**config.mk**
```make
export PLATFORM = sky130hd
export DESIGN_NAME = io_2to1
export DESIGN_NICKNAME = d
export VERILOG_FILES = /design/src/rtl/io_2to1_pkg.sv /design/src/rtl/calc_redun.sv /design/src/rtl/io_src_gen.sv /design/src/rtl/io_2to1.sv
export SDC_FILE = /design/constraint.sdc
export NUM_CORES = 1
export LEC_CHECK = 0
export ABC_CLOCK_PERIOD_IN_PS = 2900
export CAP_MARGIN = 20
export CORE_ASPECT_RATIO = 1.1
export CORE_UTILIZATION = 50
export DETAILED_ROUTE_END_ITERATION = 10
export GPL_ROUTABILITY_DRIVEN = 0
export PLACE_DENSITY_LB_ADDON = 0.12
export SYNTH_ARGS = -nofsm -noshare
export SYNTH_HDL_FRONTEND = slang
export SYNTH_SLANG_ARGS = --single-unit
```
**constraint.sdc**
```tcl
create_clock -name clk -period 2.9 [get_ports clk]
set_clock_uncertainty 0.1 [all_clocks]
set_input_delay 0.29 -clock clk [delete_from_list [all_inputs] [get_ports clk]]
set_output_delay 0.29 -clock clk [all_outputs]
set_load 0.05 [all_outputs]
```
**src/rtl/io_2to1_pkg.sv**
```systemverilog
// Shared definitions for the io_2to1 merge harness: channel field widths,
// debounce depths, FSM state types and the sequence-number helper.
package io_2to1_pkg;

    localparam int unsigned NsAddressSize = 6;
    localparam int unsigned NsDataSize    = 8;
    localparam int unsigned NsRedunSize   = 4;

    // Debounce depth in clocks for raw ack/req handshake inputs.
    localparam int unsigned NsAckCks = 2;
    localparam int unsigned NsReqCks = 2;

    typedef enum logic [1:0] {
        SLoad,
        SRed,
        SReq,
        SRel
    } src_state_e;

    typedef enum logic [1:0] {
        RWait,
        RRed,
        RChk,
        RAck
    } snk_state_e;

    // Next expected 4-bit sequence number, wrapping 15 -> 0.
    function automatic logic [3:0] seq_next(input logic [3:0] n);
        return n + 4'd1;
    endfunction

endpackage

```
**src/rtl/calc_redun.sv**
```systemverilog
// Redundancy code over a message: XOR-fold of {src, dst, dat} into RSZ bits,
// with the top chunk zero-padded when the message width is not a multiple of RSZ.
module calc_redun #(
    parameter int unsigned ASZ = 6,
    parameter int unsigned DSZ = 8,
    parameter int unsigned RSZ = 4
) (
    input  logic [ASZ-1:0] src_i,
    input  logic [ASZ-1:0] dst_i,
    input  logic [DSZ-1:0] dat_i,
    output logic [RSZ-1:0] redun_o
);

    localparam int unsigned Width  = 2 * ASZ + DSZ;
    localparam int unsigned Chunks = (Width + RSZ - 1) / RSZ;

    logic [Chunks*RSZ-1:0] padded;

    assign padded = (Chunks * RSZ)'({src_i, dst_i, dat_i});

    // Fold all RSZ-bit chunks together.
    always_comb begin
        redun_o = '0;
        for (int c = 0; c < Chunks; c++) begin
            redun_o = redun_o ^ padded[c*RSZ +: RSZ];
        end
    end

endmodule

```
**src/rtl/io_src_gen.sv**
```systemverilog
// One numbered-message source: debounced ack, 4-bit message counter, and a
// four-state load/redundancy/request/release handshake FSM.
module io_src_gen
    import io_2to1_pkg::*;
#(
    parameter int unsigned    ASZ      = NsAddressSize,
    parameter int unsigned    DSZ      = NsDataSize,
    parameter int unsigned    RSZ      = NsRedunSize,
    parameter logic [ASZ-1:0] SRC_ADDR = ASZ'(9),
    parameter logic [ASZ-1:0] DST_ADDR = ASZ'(1)
) (
    input  logic           clk_i,
    input  logic           reset_i,
    output logic [ASZ-1:0] src_o,
    output logic [ASZ-1:0] dst_o,
    output logic [DSZ-1:0] dat_o,
    output logic [RSZ-1:0] red_o,
    output logic           req_o,
    input  logic           ack_i
);

    logic [NsAckCks-1:0] ack_sync_q;
    logic                ckd_ack;

    src_state_e     state_q, state_d;
    logic [3:0]     cnt_q, cnt_d;
    logic [ASZ-1:0] src_q, src_d;
    logic [ASZ-1:0] dst_q, dst_d;
    logic [DSZ-1:0] dat_q, dat_d;
    logic [RSZ-1:0] red_q, red_d;
    logic           req_q, req_d;
    logic [RSZ-1:0] red_calc;

    assign ckd_ack = ack_sync_q[NsAckCks-1];

    calc_redun #(
        .ASZ(ASZ),
        .DSZ(DSZ),
        .RSZ(RSZ)
    ) u_calc_redun (
        .src_i  (src_q),
        .dst_i  (dst_q),
        .dat_i  (dat_q),
        .redun_o(red_calc)
    );

    // Debounce the raw ack through a short shift register.
    always_ff @(posedge clk_i) begin
        if (reset_i) begin
            ack_sync_q <= '0;
        end else begin
            ack_sync_q[0] <= ack_i;
            for (int i = 1; i < int'(NsAckCks); i++) begin
                ack_sync_q[i] <= ack_sync_q[i-1];
            end
        end
    end

    // Source state and message registers.
    always_ff @(posedge clk_i) begin
        if (reset_i) begin
            state_q <= SLoad;
            cnt_q   <= '0;
            src_q   <= SRC_ADDR;
            dst_q   <= DST_ADDR;
            dat_q   <= '0;
            red_q   <= '0;
            req_q   <= 1'b0;
        end else begin
            state_q <= state_d;
            cnt_q   <= cnt_d;
            src_q   <= src_d;
            dst_q   <= dst_d;
            dat_q   <= dat_d;
            red_q   <= red_d;
            req_q   <= req_d;
        end
    end

    // Next-state: fields change only before req rises and after it falls.
    always_comb begin
        state_d = state_q;
        cnt_d   = cnt_q;
        src_d   = src_q;
        dst_d   = dst_q;
        dat_d   = dat_q;
        red_d   = red_q;
        req_d   = req_q;
        unique case (state_q)
            SLoad: begin
                // A stuck-high ack parks the source here.
                if (!ckd_ack) begin
                    dat_d   = DSZ'(cnt_q);
                    src_d   = SRC_ADDR;
                    dst_d   = DST_ADDR;
                    state_d = SRed;
                end
            end
            SRed: begin
                red_d   = red_calc;
                req_d   = 1'b1;
                state_d = SReq;
            end
            SReq: begin
                if (ckd_ack) begin
                    req_d   = 1'b0;
                    cnt_d   = cnt_q + 4'd1;
                    state_d = SRel;
                end
            end
            SRel: begin
                if (!ckd_ack) begin
                    state_d = SLoad;
                end
            end
            default: state_d = SLoad;
        endcase
    end

    assign src_o = src_q;
    assign dst_o = dst_q;
    assign dat_o = dat_q;
    assign red_o = red_q;
    assign req_o = req_q;

endmodule

```
**src/rtl/io_2to1.sv**
```systemverilog
// Harness for a 2-to-1 message merge: two independent numbered sources on
// o0/o1 and a checking sink on i0 that flags address, redundancy and
// per-source sequence errors on dbg_leds.
// Optional: define IO_2TO1_DBG_DISP_EN to show the last checked sequence
// number of each source on dbg_disp0/dbg_disp1; otherwise both are tied to 0.
module io_2to1
    import io_2to1_pkg::*;
#(
    parameter int unsigned    ASZ       = NsAddressSize,
    parameter int unsigned    DSZ       = NsDataSize,
    parameter int unsigned    RSZ       = NsRedunSize,
    parameter logic [ASZ-1:0] SRC0_ADDR = ASZ'(9),
    parameter logic [ASZ-1:0] SRC1_ADDR = ASZ'(10),
    parameter logic [ASZ-1:0] DST_ADDR  = ASZ'(1)
) (
    input  logic           clk,
    input  logic           reset,
    output logic [ASZ-1:0] o0_src,
    output logic [ASZ-1:0] o0_dst,
    output logic [DSZ-1:0] o0_dat,
    output logic [RSZ-1:0] o0_red,
    output logic           o0_req_out,
    input  logic           o0_ack_in,
    output logic [ASZ-1:0] o1_src,
    output logic [ASZ-1:0] o1_dst,
    output logic [DSZ-1:0] o1_dat,
    output logic [RSZ-1:0] o1_red,
    output logic           o1_req_out,
    input  logic           o1_ack_in,
    input  logic [ASZ-1:0] i0_src,
    input  logic [ASZ-1:0] i0_dst,
    input  logic [DSZ-1:0] i0_dat,
    input  logic [RSZ-1:0] i0_red,
    input  logic           i0_req_in,
    output logic           i0_ack_out,
    output logic [3:0]     dbg_leds,
    output logic [3:0]     dbg_disp0,
    output logic [3:0]     dbg_disp1
);

    io_src_gen #(
        .ASZ     (ASZ),
        .DSZ     (DSZ),
        .RSZ     (RSZ),
        .SRC_ADDR(SRC0_ADDR),
        .DST_ADDR(DST_ADDR)
    ) u_src0 (
        .clk_i  (clk),
        .reset_i(reset),
        .src_o  (o0_src),
        .dst_o  (o0_dst),
        .dat_o  (o0_dat),
        .red_o  (o0_red),
        .req_o  (o0_req_out),
        .ack_i  (o0_ack_in)
    );

    io_src_gen #(
        .ASZ     (ASZ),
        .DSZ     (DSZ),
        .RSZ     (RSZ),
        .SRC_ADDR(SRC1_ADDR),
        .DST_ADDR(DST_ADDR)
    ) u_src1 (
        .clk_i  (clk),
        .reset_i(reset),
        .src_o  (o1_src),
        .dst_o  (o1_dst),
        .dat_o  (o1_dat),
        .red_o  (o1_red),
        .req_o  (o1_req_out),
        .ack_i  (o1_ack_in)
    );

    logic [NsReqCks-1:0] req_sync_q;
    logic                ckd_req;

    snk_state_e     snk_q, snk_d;
    logic [ASZ-1:0] rsrc_q, rsrc_d;
    logic [ASZ-1:0] rdst_q, rdst_d;
    logic [DSZ-1:0] rdat_q, rdat_d;
    logic [RSZ-1:0] rred_q, rred_d;
    logic [RSZ-1:0] cred_q, cred_d;
    logic [RSZ-1:0] red_calc;
    logic           ack_q, ack_d;
    logic [3:0]     exp0_q, exp0_d;
    logic [3:0]     exp1_q, exp1_d;
    logic           err_adr_q, err_adr_d;
    logic           err_red_q, err_red_d;
    logic           err_seq0_q, err_seq0_d;
    logic           err_seq1_q, err_seq1_d;

    assign ckd_req = req_sync_q[NsReqCks-1];

    calc_redun #(
        .ASZ(ASZ),
        .DSZ(DSZ),
        .RSZ(RSZ)
    ) u_calc_redun (
        .src_i  (rsrc_q),
        .dst_i  (rdst_q),
        .dat_i  (rdat_q),
        .redun_o(red_calc)
    );

    // Debounce the raw sink req through a short shift register.
    always_ff @(posedge clk) begin
        if (reset) begin
            req_sync_q <= '0;
        end else begin
            req_sync_q[0] <= i0_req_in;
            for (int i = 1; i < int'(NsReqCks); i++) begin
                req_sync_q[i] <= req_sync_q[i-1];
            end
        end
    end

    // Sink state, latched message, expected sequence numbers and sticky errors.
    always_ff @(posedge clk) begin
        if (reset) begin
            snk_q      <= RWait;
            rsrc_q     <= '0;
            rdst_q     <= '0;
            rdat_q     <= '0;
            rred_q     <= '0;
            cred_q     <= '0;
            ack_q      <= 1'b0;
            exp0_q     <= '0;
            exp1_q     <= '0;
            err_adr_q  <= 1'b0;
            err_red_q  <= 1'b0;
            err_seq0_q <= 1'b0;
            err_seq1_q <= 1'b0;
        end else begin
            snk_q      <= snk_d;
            rsrc_q     <= rsrc_d;
            rdst_q     <= rdst_d;
            rdat_q     <= rdat_d;
            rred_q     <= rred_d;
            cred_q     <= cred_d;
            ack_q      <= ack_d;
            exp0_q     <= exp0_d;
            exp1_q     <= exp1_d;
            err_adr_q  <= err_adr_d;
            err_red_q  <= err_red_d;
            err_seq0_q <= err_seq0_d;
            err_seq1_q <= err_seq1_d;
        end
    end

    // Sink next-state and checks.
    always_comb begin
        snk_d      = snk_q;
        rsrc_d     = rsrc_q;
        rdst_d     = rdst_q;
        rdat_d     = rdat_q;
        rred_d     = rred_q;
        cred_d     = cred_q;
        ack_d      = ack_q;
        exp0_d     = exp0_q;
        exp1_d     = exp1_q;
        err_adr_d  = err_adr_q;
        err_red_d  = err_red_q;
        err_seq0_d = err_seq0_q;
        err_seq1_d = err_seq1_q;
        unique case (snk_q)
            RWait: begin
                if (ckd_req) begin
                    rsrc_d = i0_src;
                    rdst_d = i0_dst;
                    rdat_d = i0_dat;
                    rred_d = i0_red;
                    snk_d  = RRed;
                end
            end
            RRed: begin
                cred_d = red_calc;
                snk_d  = RChk;
            end
            RChk: begin
                if (rdst_q != DST_ADDR) begin
                    err_adr_d = 1'b1;
                end
                if (rred_q != cred_q) begin
                    err_red_d = 1'b1;
                end
                // Expected value always resyncs to the received one, so a gap
                // is flagged once rather than on every later message.
                if (rsrc_q == SRC0_ADDR) begin
                    if (rdat_q[3:0] != exp0_q) begin
                        err_seq0_d = 1'b1;
                    end
                    exp0_d = seq_next(rdat_q[3:0]);
                end else if (rsrc_q == SRC1_ADDR) begin
                    if (rdat_q[3:0] != exp1_q) begin
                        err_seq1_d = 1'b1;
                    end
                    exp1_d = seq_next(rdat_q[3:0]);
                end else begin
                    err_adr_d = 1'b1;
                end
                ack_d = 1'b1;
                snk_d = RAck;
            end
            RAck: begin
                if (!ckd_req) begin
                    ack_d = 1'b0;
                    snk_d = RWait;
                end
            end
            default: snk_d = RWait;
        endcase
    end

    assign i0_ack_out = ack_q;
    assign dbg_leds   = {err_red_q, err_seq1_q, err_seq0_q, err_adr_q};

`ifdef IO_2TO1_DBG_DISP_EN
    logic [3:0] disp0_q;
    logic [3:0] disp1_q;

    // Capture the sequence number of each checked valid-source message.
    always_ff @(posedge clk) begin
        if (reset) begin
            disp0_q <= '0;
            disp1_q <= '0;
        end else if (snk_q == RChk) begin
            if (rsrc_q == SRC0_ADDR) begin
                disp0_q <= rdat_q[3:0];
            end else if (rsrc_q == SRC1_ADDR) begin
                disp1_q <= rdat_q[3:0];
            end
        end
    end

    assign dbg_disp0 = disp0_q;
    assign dbg_disp1 = disp1_q;
`else
    assign dbg_disp0 = 4'd0;
    assign dbg_disp1 = 4'd0;
`endif

endmodule

```
Word level (Yosys, flattened, before mapping)
Cells that the tools add are included.

word-level totals
  output and inout port bits = 63
  register bits = 79
  word-level logic and storage cells = 107
  bits of input ports = 29

operators by class
  mux-type cells = 20
  equality and inequality tests = 23
  reductions and logical operators = 22
  bitwise logic cells = 13
  add/sub/neg operators = 3

operator list
  cell                 number
  $pmux 2 s4           3
  $reduce_and 2->1     11
  $mux 2               8
  $xor 4x4->4          4
  $add 4x1->4 const B  3
  $eq 2x2->1 const B   6
  $eq 6x4->1 const B   2
  $ne 2x2->1 const B   6
  $ne 4x4->1           3
  $reduce_and 3->1     4
  $not 1->1            9
  $eq 2x1->1 const B   3
  $logic_not 2->1      3
  $mux 1               6
  $ne 6x1->1 const B   1
  $pmux 1 s2           3
  $reduce_bool 2->1    3
  $ne 2x1->1 const B   2
  $reduce_and 4->1     1

Depth between registers and ports, before layout
  depth after elaboration = 4
  gate-level depth with buffers = 7
  gate-level depth less buffers = 6

Modules after synthesis
A second synthesis with hierarchy kept.

unflattened totals
  cell total of the unflattened synthesis = 448
  area total of the unflattened synthesis = 4136.5 µm²

by module, submodules not included
  module               instances  area each (µm²)  cells an instance  sequential area each (µm²)
  io_2to1              1          2015.7           234                900.9
  io_src_gen (u_src1)  1          820.8            89                 340.3
  io_src_gen (u_src0)  1          819.5            89                 340.3
  calc_redun           3          160.2            12                 0.0

Worst setup path after synthesis
No wires, ideal clock.

  path type = reg-to-reg
  from = reg rsrc_q[5]
  to = reg exp1_q[3]
  period minus slack after synthesis = 1.435 ns
  buffers on the path = 1
  data arrival time = 1.207 ns
  path slack = 1.465 ns
  data required time = 2.672 ns
  setup time = 0.128 ns
  stages on the path, launching flop included = 6
  cells stage by stage = dfxtp_1 -> nor4b_4 -> and4b_1 -> buf_6 -> mux2i_1 -> nor2_1

between the ends
  longest elaborated chain between the ends = 3
  elaborated cells between the ends (all ways) = 4
  classes of those cells = eq/ne (2); bitwise (1); reduce/logical (1)

RTL lines
  item                                   line            source
  from (decl)                            io_2to1.sv:79   logic [ASZ-1:0] rsrc_q, rsrc_d;
  from (signal assigned)                 io_2to1.sv:136  rsrc_q <= rsrc_d;
  $eq 6x4->1                             io_2to1.sv:189  if (rsrc_q == SRC0_ADDR) begin
  $not 1->1 (no source line)             n/a
  $reduce_and 3->1 (no source line) (*)  n/a
  to (signal assigned)                   io_2to1.sv:143  exp1_q <= exp1_d;
  to (decl)                              io_2to1.sv:87   logic [3:0] exp1_q, exp1_d;

Every way passes the cells marked *; elsewhere a longest branch is shown, timed or not.
A chain may end at the register's enable or synchronous reset.

Worst setup path in the final report
  from = reg u_src1.dat_q[3], in the netlist u_src1.dat_o[3]
  to = out o1_dat[3]

RTL lines
  item                    line              source
  from (decl)             io_src_gen.sv:29  logic [DSZ-1:0] dat_q, dat_d;
  from (signal assigned)  io_src_gen.sv:74  dat_q <= dat_d;
  to (decl)               io_2to1.sv:26     output logic [DSZ-1:0] o1_dat,

No word-level cell between the ends.

==> run_results.csv <==
group,metric,value,unit
cts,clockBufferDepth,2,
critical_path,worstPathCellList,"clkdlybuf4s50_1",
grt,antenna_found_initial,0,
sta,final_hold_viol_count,0,
cts,cts_root_buffer,"clkbuf_8",
layout,regArea,1580,sq um
synth,synth_seq_cells,79,
placement,io_buffers,51,
floorplan,start_util,0.527,
grt,grt_max_degree,80,
layout,areaGrowthSynthToFinish,13.1,%
grt,grt_overflow,0,
sta,finalSetupTns,0,ns
route,postRouteAntennaNets,0,
sta,slew_headroom,0.438,
power_and_ir_drop,seqPwrFrac,0.422,
sta,min_period_over_period,0.672,
synth,async_flop_share,0,
layout,diodes,0,
cts,clock-sinks,79,
cts,cts.reportedPaths.clkPinSlew,0.08,ns
sta,setup_viol,0,
floorplan,core.rowCount,32,
synth,synthTopCellsByCount,"dfxtp_1 (79), nand2_1 (56), nor2_1 (54)",
layout,drive_gt1_frac,0.0473,
cts,clk_latency,0.36,ns
sta,rsz0062_at_grt,"no",
critical_path,slowest_stage,"clkdlybuf4s50_1",
min_path,min_path_type,"input pin to flip-flop",
cts,h-tree-depth,3,
sta,timing.fmax,513,MHz
grt,met2_usage,0.285,
critical_path,critPathMaxFanout,3,
route,wl,6.38,mm
cts,post-cts-setup-buffers,0,
grt,grt_pass1_wl,10.8,mm
grt,use_met3,0.0371,
critical_path,critical_path_buf_inv_count,1,
route,wl_per_cell,11.6,um
floorplan,die_area,7910,sq um
layout,final_nets,507,
critical_path,worstSetupEndpointType,"output port",
layout,nFillCells,672,
floorplan,die_height,93.2,um
layout,multi_input_area,1840,sq um
power_and_ir_drop,p_leak,1.68,nW
sta,finalCriticalPeriod,1.95,ns
critical_path,critPathLaunch,"u_src1.dat_o[3]",
critical_path,cp.required,2.51,ns
floorplan,die_x,84.9,um
power_and_ir_drop,p_sw,1.16,mW
synth,synth_top_cell_by_area,"dfxtp_1",
grt,grt.total_usage,0.176,
critical_path,cpPeakStageDelay,0.82,ns
synth,yosysUniqueCellTypes,33,
power_and_ir_drop,irDropWorstVdd,336,uV
grt,busiest_layer,"met2",
power_and_ir_drop,combinationalPowerShare,0.341,
synth,yosys.area.top_type_share,0.418,
outcome,status,"finished, violations left",
synth,synth_most_common_cell,"dfxtp_1",
cts,cts_hold_buf,0,
route,num_vias,2648,
power_and_ir_drop,swShare,0.374,
synth,synth_cells,429,
power_and_ir_drop,internal_power,1.94,mW
cts,ctsResizeCount,0,
run,maxCapViolCount,0,
sta,drv_slew,0,
grt,grt_pass1_vias,2377,
route,drc_errors,8,
min_path,worstHoldStart,"reset",
cts,cts_made_buffers,9,
floorplan,core,7170,sq um
synth,synth-edff-count,0,
outcome,failed_checks,"design-rule violations",
cts,cts_tree,"built",
power_and_ir_drop,powerDensity,725,nW/um^2
route,drt_iter0_drc,77,
critical_path,critical_path_class,"flip-flop to output port",
synth,synth_area,3780,sq um
grt,met1_usage,0.223,
critical_path,cp.arrival,1.56,ns
floorplan,io_pins,92,
synth,synth_warnings,0,
synth,seq_area_frac_synth,0.418,
power_and_ir_drop,clockPowerShare,0.237,
synth,ys_top_cells_by_area,"dfxtp_1 (42%), buf_4 (9.3%), ha_1 (6.0%), a21oi_1 (5.6%), nand2_1 (5.6%)",
synth,synth-main-ff-cell,"dfxtp_1",
route,first_pass_iters,9,
placement,hpwlAfterDp,4.44,mm
critical_path,r2r-start,"snk_q[0]",
critical_path,critPathTopFamily,"buffers and inverters",
synth,avgSynthCellArea,8.81,sq um
route,via_per_inst,4.81,
sta,holdWs,0.295,ns
critical_path,setup.worst_path.start_class,"flip-flop",
sta,tightest_slew,0.842,ns
==> power groups by stage <==
| stage | registers, mW | clock network (mW) | logic (mW) |
|---|---|---|---|
| after floorplan | 1.46 | 0 | 0.740 |
| after global placement | 1.33 | 0 | 1.04 |
| after detailed placement | 1.34 | 0 | 1.06 |
| after CTS | 1.31 | 0.753 | 1.06 |
| after global routing | 1.33 | 0.806 | 1.17 |
| final | 1.31 | 0.736 | 1.06 |
==> path summary, 6_finish.rpt <==
check | endpoint | slack, ns | depth (start not counted)
worst max-delay path | o1_dat[3] | 0.95 | 1
worst min-delay path | u_src0.red_o[1] | 0.29 | 3
worst max register to register | rred_q[3] | 1.10 | 5
worst min register to register | req_sync_q[1] | 0.34 | 1
==> cell type report <==
cell class,instances,share of cell area
flip-flops and latches,79,0.370
clock inverters,5,0.00790
repair buffers,52,0.123
well taps,85,0.0249
multi-input cells,306,0.431
clock buffers,11,0.0331
inverters,12,0.0105
==> worst min-delay path: cells and delay by family <==
family,cells,cell delay [ns]
buffers and inverters,2,0.30
and+or+nand+nor,1,0.12
==> metrics by stage <==
stage	utilization	cell area [sq um]	setup slack, ns	cells	total power [mW]
global placement	0.572	4100	1.15	534	2.37
global route	0.597	4280	0.842	550	3.30
finish	0.597	4280	0.951	550	3.10
floorplan	-	3920	1.47	467	2.20
detailed placement	0.572	4100	1.11	534	2.40
CTS	0.597	4280	0.928	550	3.13
==> state kept, by name, indices dropped and copies added, names as in the netlist, 4 cells and up <==
signal and flops:
u_src1.dat_o 4, rred_q 4, u_src0.cnt_q 4, u_src0.red_o 4, u_src0.dat_o 4, exp0_q 4
exp1_q 4, u_src1.cnt_q 4, rdst_q 6, cred_q 4, u_src1.red_o 4, rdat_q 8
rsrc_q 6
==> kinds of logic after synthesis <==
family          synth area share
mux                       0.0530
buf+inv                    0.132
simple gates               0.170
compound gates            0.0775
xor+xnor                  0.0874
flops                      0.418
fa+ha+maj                 0.0596
other cells              0.00199
==> cell usage in the layout, fill, tap and decap left out, drive strengths merged, types with 4 or more instances in the layout <==
master and count:
nor2 55, nand4 4, nand2 56, a21oi 42
xor2 10, xnor3 4, xnor2 17, clkdlybuf4s50 50
clkbuf 11, ha 18, dfxtp 79, nor2b 10
nand3 7, inv 12, conb 40, mux2i 20
a211oi 6
==> metal layers <==
layer  up-vias  routed length, um
li1       1365                  -
met1      1203               3060
met2        70               2920
met3        10                267
met4         0                123
met5         -                  0
No activity file was read; power rests on OpenSTA's default activity.
==> RTL change, RTL diff (config.mk and constraints unchanged) <==
Encoding of `snk_state_e`: now Gray code (2 bits for 4 states).
--- a/src/rtl/io_2to1_pkg.sv
+++ b/src/rtl/io_2to1_pkg.sv
@@ -19,8 +19,8 @@
 
     typedef enum logic [1:0] {
-        RWait,
-        RRed,
-        RChk,
-        RAck
+        RWait = 2'b00,
+        RRed  = 2'b01,
+        RChk  = 2'b11,
+        RAck  = 2'b10
     } snk_state_e;
 
Check against the original RTL: same outputs for any inputs over 10 cycles, from zero or initial values and one cycle with reset high; not proved beyond that.
==> RTL change against the original RTL <==
Power is 5.6% lower; worst setup slack better by 0.015 ns; wire length is 4.8% lower; cell area is 1.4% lower; synthesized area is 2.9% lower; combinational power is 25% lower; global-route usage is 0.69 points lower; sequential cell count stayed put; critical endpoint unchanged; largest cell class unchanged.
==> RTL change: results (changes against the original RTL) <==
clk root buf=clkbuf_8 (unchanged); maximum vdd ir drop=0.5285 mV (was 0.3360 mV); reg-to-reg slack, setup=1.03 ns (was 1.10 ns); synth cell count leaders=79 x dfxtp_1, 54 x nand2_1, 47 x nor2_1 (was 79 x dfxtp_1, 56 x nand2_1, 54 x nor2_1); CP arrival=1.54 ns (was 1.56 ns); Global Route Usage Sum=16.93% (was 17.63%); vias in the first global route=2308 (was 2377); LEAKAGE=1.577 nW (was 1.684 nW); slew of the pin with the lowest slew margin=0.8633 ns (was 0.8424 ns); R2R cell count=4 (was 5); r2r startpoint=rsrc_q[5] (was snk_q[0]); drt via density=4.730 (was 4.815); post-DP HPWL=4.380 mm (was 4.443 mm); layout cells sized above 1=5.482% (was 4.731%); status=complete, no violations (was finished, violations left); Clock Pin Slew Worst Setup and Hold Paths=roughly 0.09 ns; Critical R2R Capture=exp0_q[2] (was rred_q[3]); 1st-iter DRT viols=83 (was 77); NetSw=985.5 uW (was 1.159 mW); wire length on met3=287 um (was 267 um); metal2 WL=2.650 mm (was 2.924 mm); met3 Use GR=4.320% (was 3.707%); first-pass GRT wire length=10.51 mm (was 10.79 mm); fin nets=493 (was 507); routing usage on met2=26.49% (was 28.46%); Synth cell types=36 (was 33); Synth top area share=43.11% (was 41.84%); GRT met1 Usage=22.47% (was 22.29%); CTS H-tree lvls=3 (unchanged); largest net degree at the start of global routing=33 (was 80); 1st-pass router iterations=4 (was 9); routed wire length=6.073 mm (was 6.376 mm); register area share after synthesis=43.11% (was 41.84%); initial antenna violation count=0 (unchanged); met1 wire length=3.084 mm (was 3.061 mm); Clock Path Buffers=2 (unchanged); top post-synthesis cells by area=dfxtp_1 43%, buf_4 9.4%, xnor2_1 6.9% (was dfxtp_1 42%, buf_4 9.3%, ha_1 6.0%)
[RTL change: area by class of cell]
cell class                      instances  area [um^2]
Clock buffer                            9        123.9
Clock inverter                          7        97.59
Fill cell                             638         2831
Inverter                               11        41.29
Multi-Input combinational cell        297         1744
Sequential cell                        79         1582
Tap cell                               85        106.4
Timing Repair Buffer                   53        520.5
[RTL change: kinds of logic after synthesis]
kind of cell               after synthesis  share of synthesized area [%]
other                                    2                         0.2047
muxes                                   18                          4.911
DFF                                     79                          43.11
and+or+nand+nor                        135                          17.19
adders and majority gates               13                          4.434
xor gates and xnor gates                35                          8.356
buffers and inverters                   79                          13.23
AOI/OAI and AO/OA                       56                          8.561
[RTL change: how the worst min path moves through the flow]
stage,cells after the start,to,slack [ns]
after global routing,2,exp1_q[3],0.22
after detailed placement,1,req_sync_q[1],0.33
after floorplan,1,req_sync_q[1],0.31
after CTS,2,exp0_q[3],0.20
final,2,exp0_q[3],0.21
after global placement,1,u_src1.ack_sync_q[1],0.32
[RTL change: power by group through the flow]
stage	clock network [mW]	registers (mW)	logic [mW]
global route	0.967	1.25	0.877
detailed placement	0	1.27	0.804
finish	0.889	1.24	0.800
global placement	0	1.26	0.792
CTS	0.916	1.24	0.808
floorplan	0	1.39	0.539
[RTL change: through the flow]
stage / cell area, um^2 / std cells / utilization (%) / setup WS [ns] / hold WS [ns]
after floorplan: 3811 / 455 / - / 1.121 / 0.3138
after global placement: 3994 / 525 / 56.68 / 1.053 / 0.3202
after detailed placement: 3994 / 525 / 56.68 / 1.031 / 0.3329
after CTS: 4215 / 541 / 59.82 / 0.9527 / 0.1984
after global routing: 4215 / 541 / 59.82 / 0.9233 / 0.2198
final: 4215 / 541 / 59.82 / 0.9657 / 0.2119
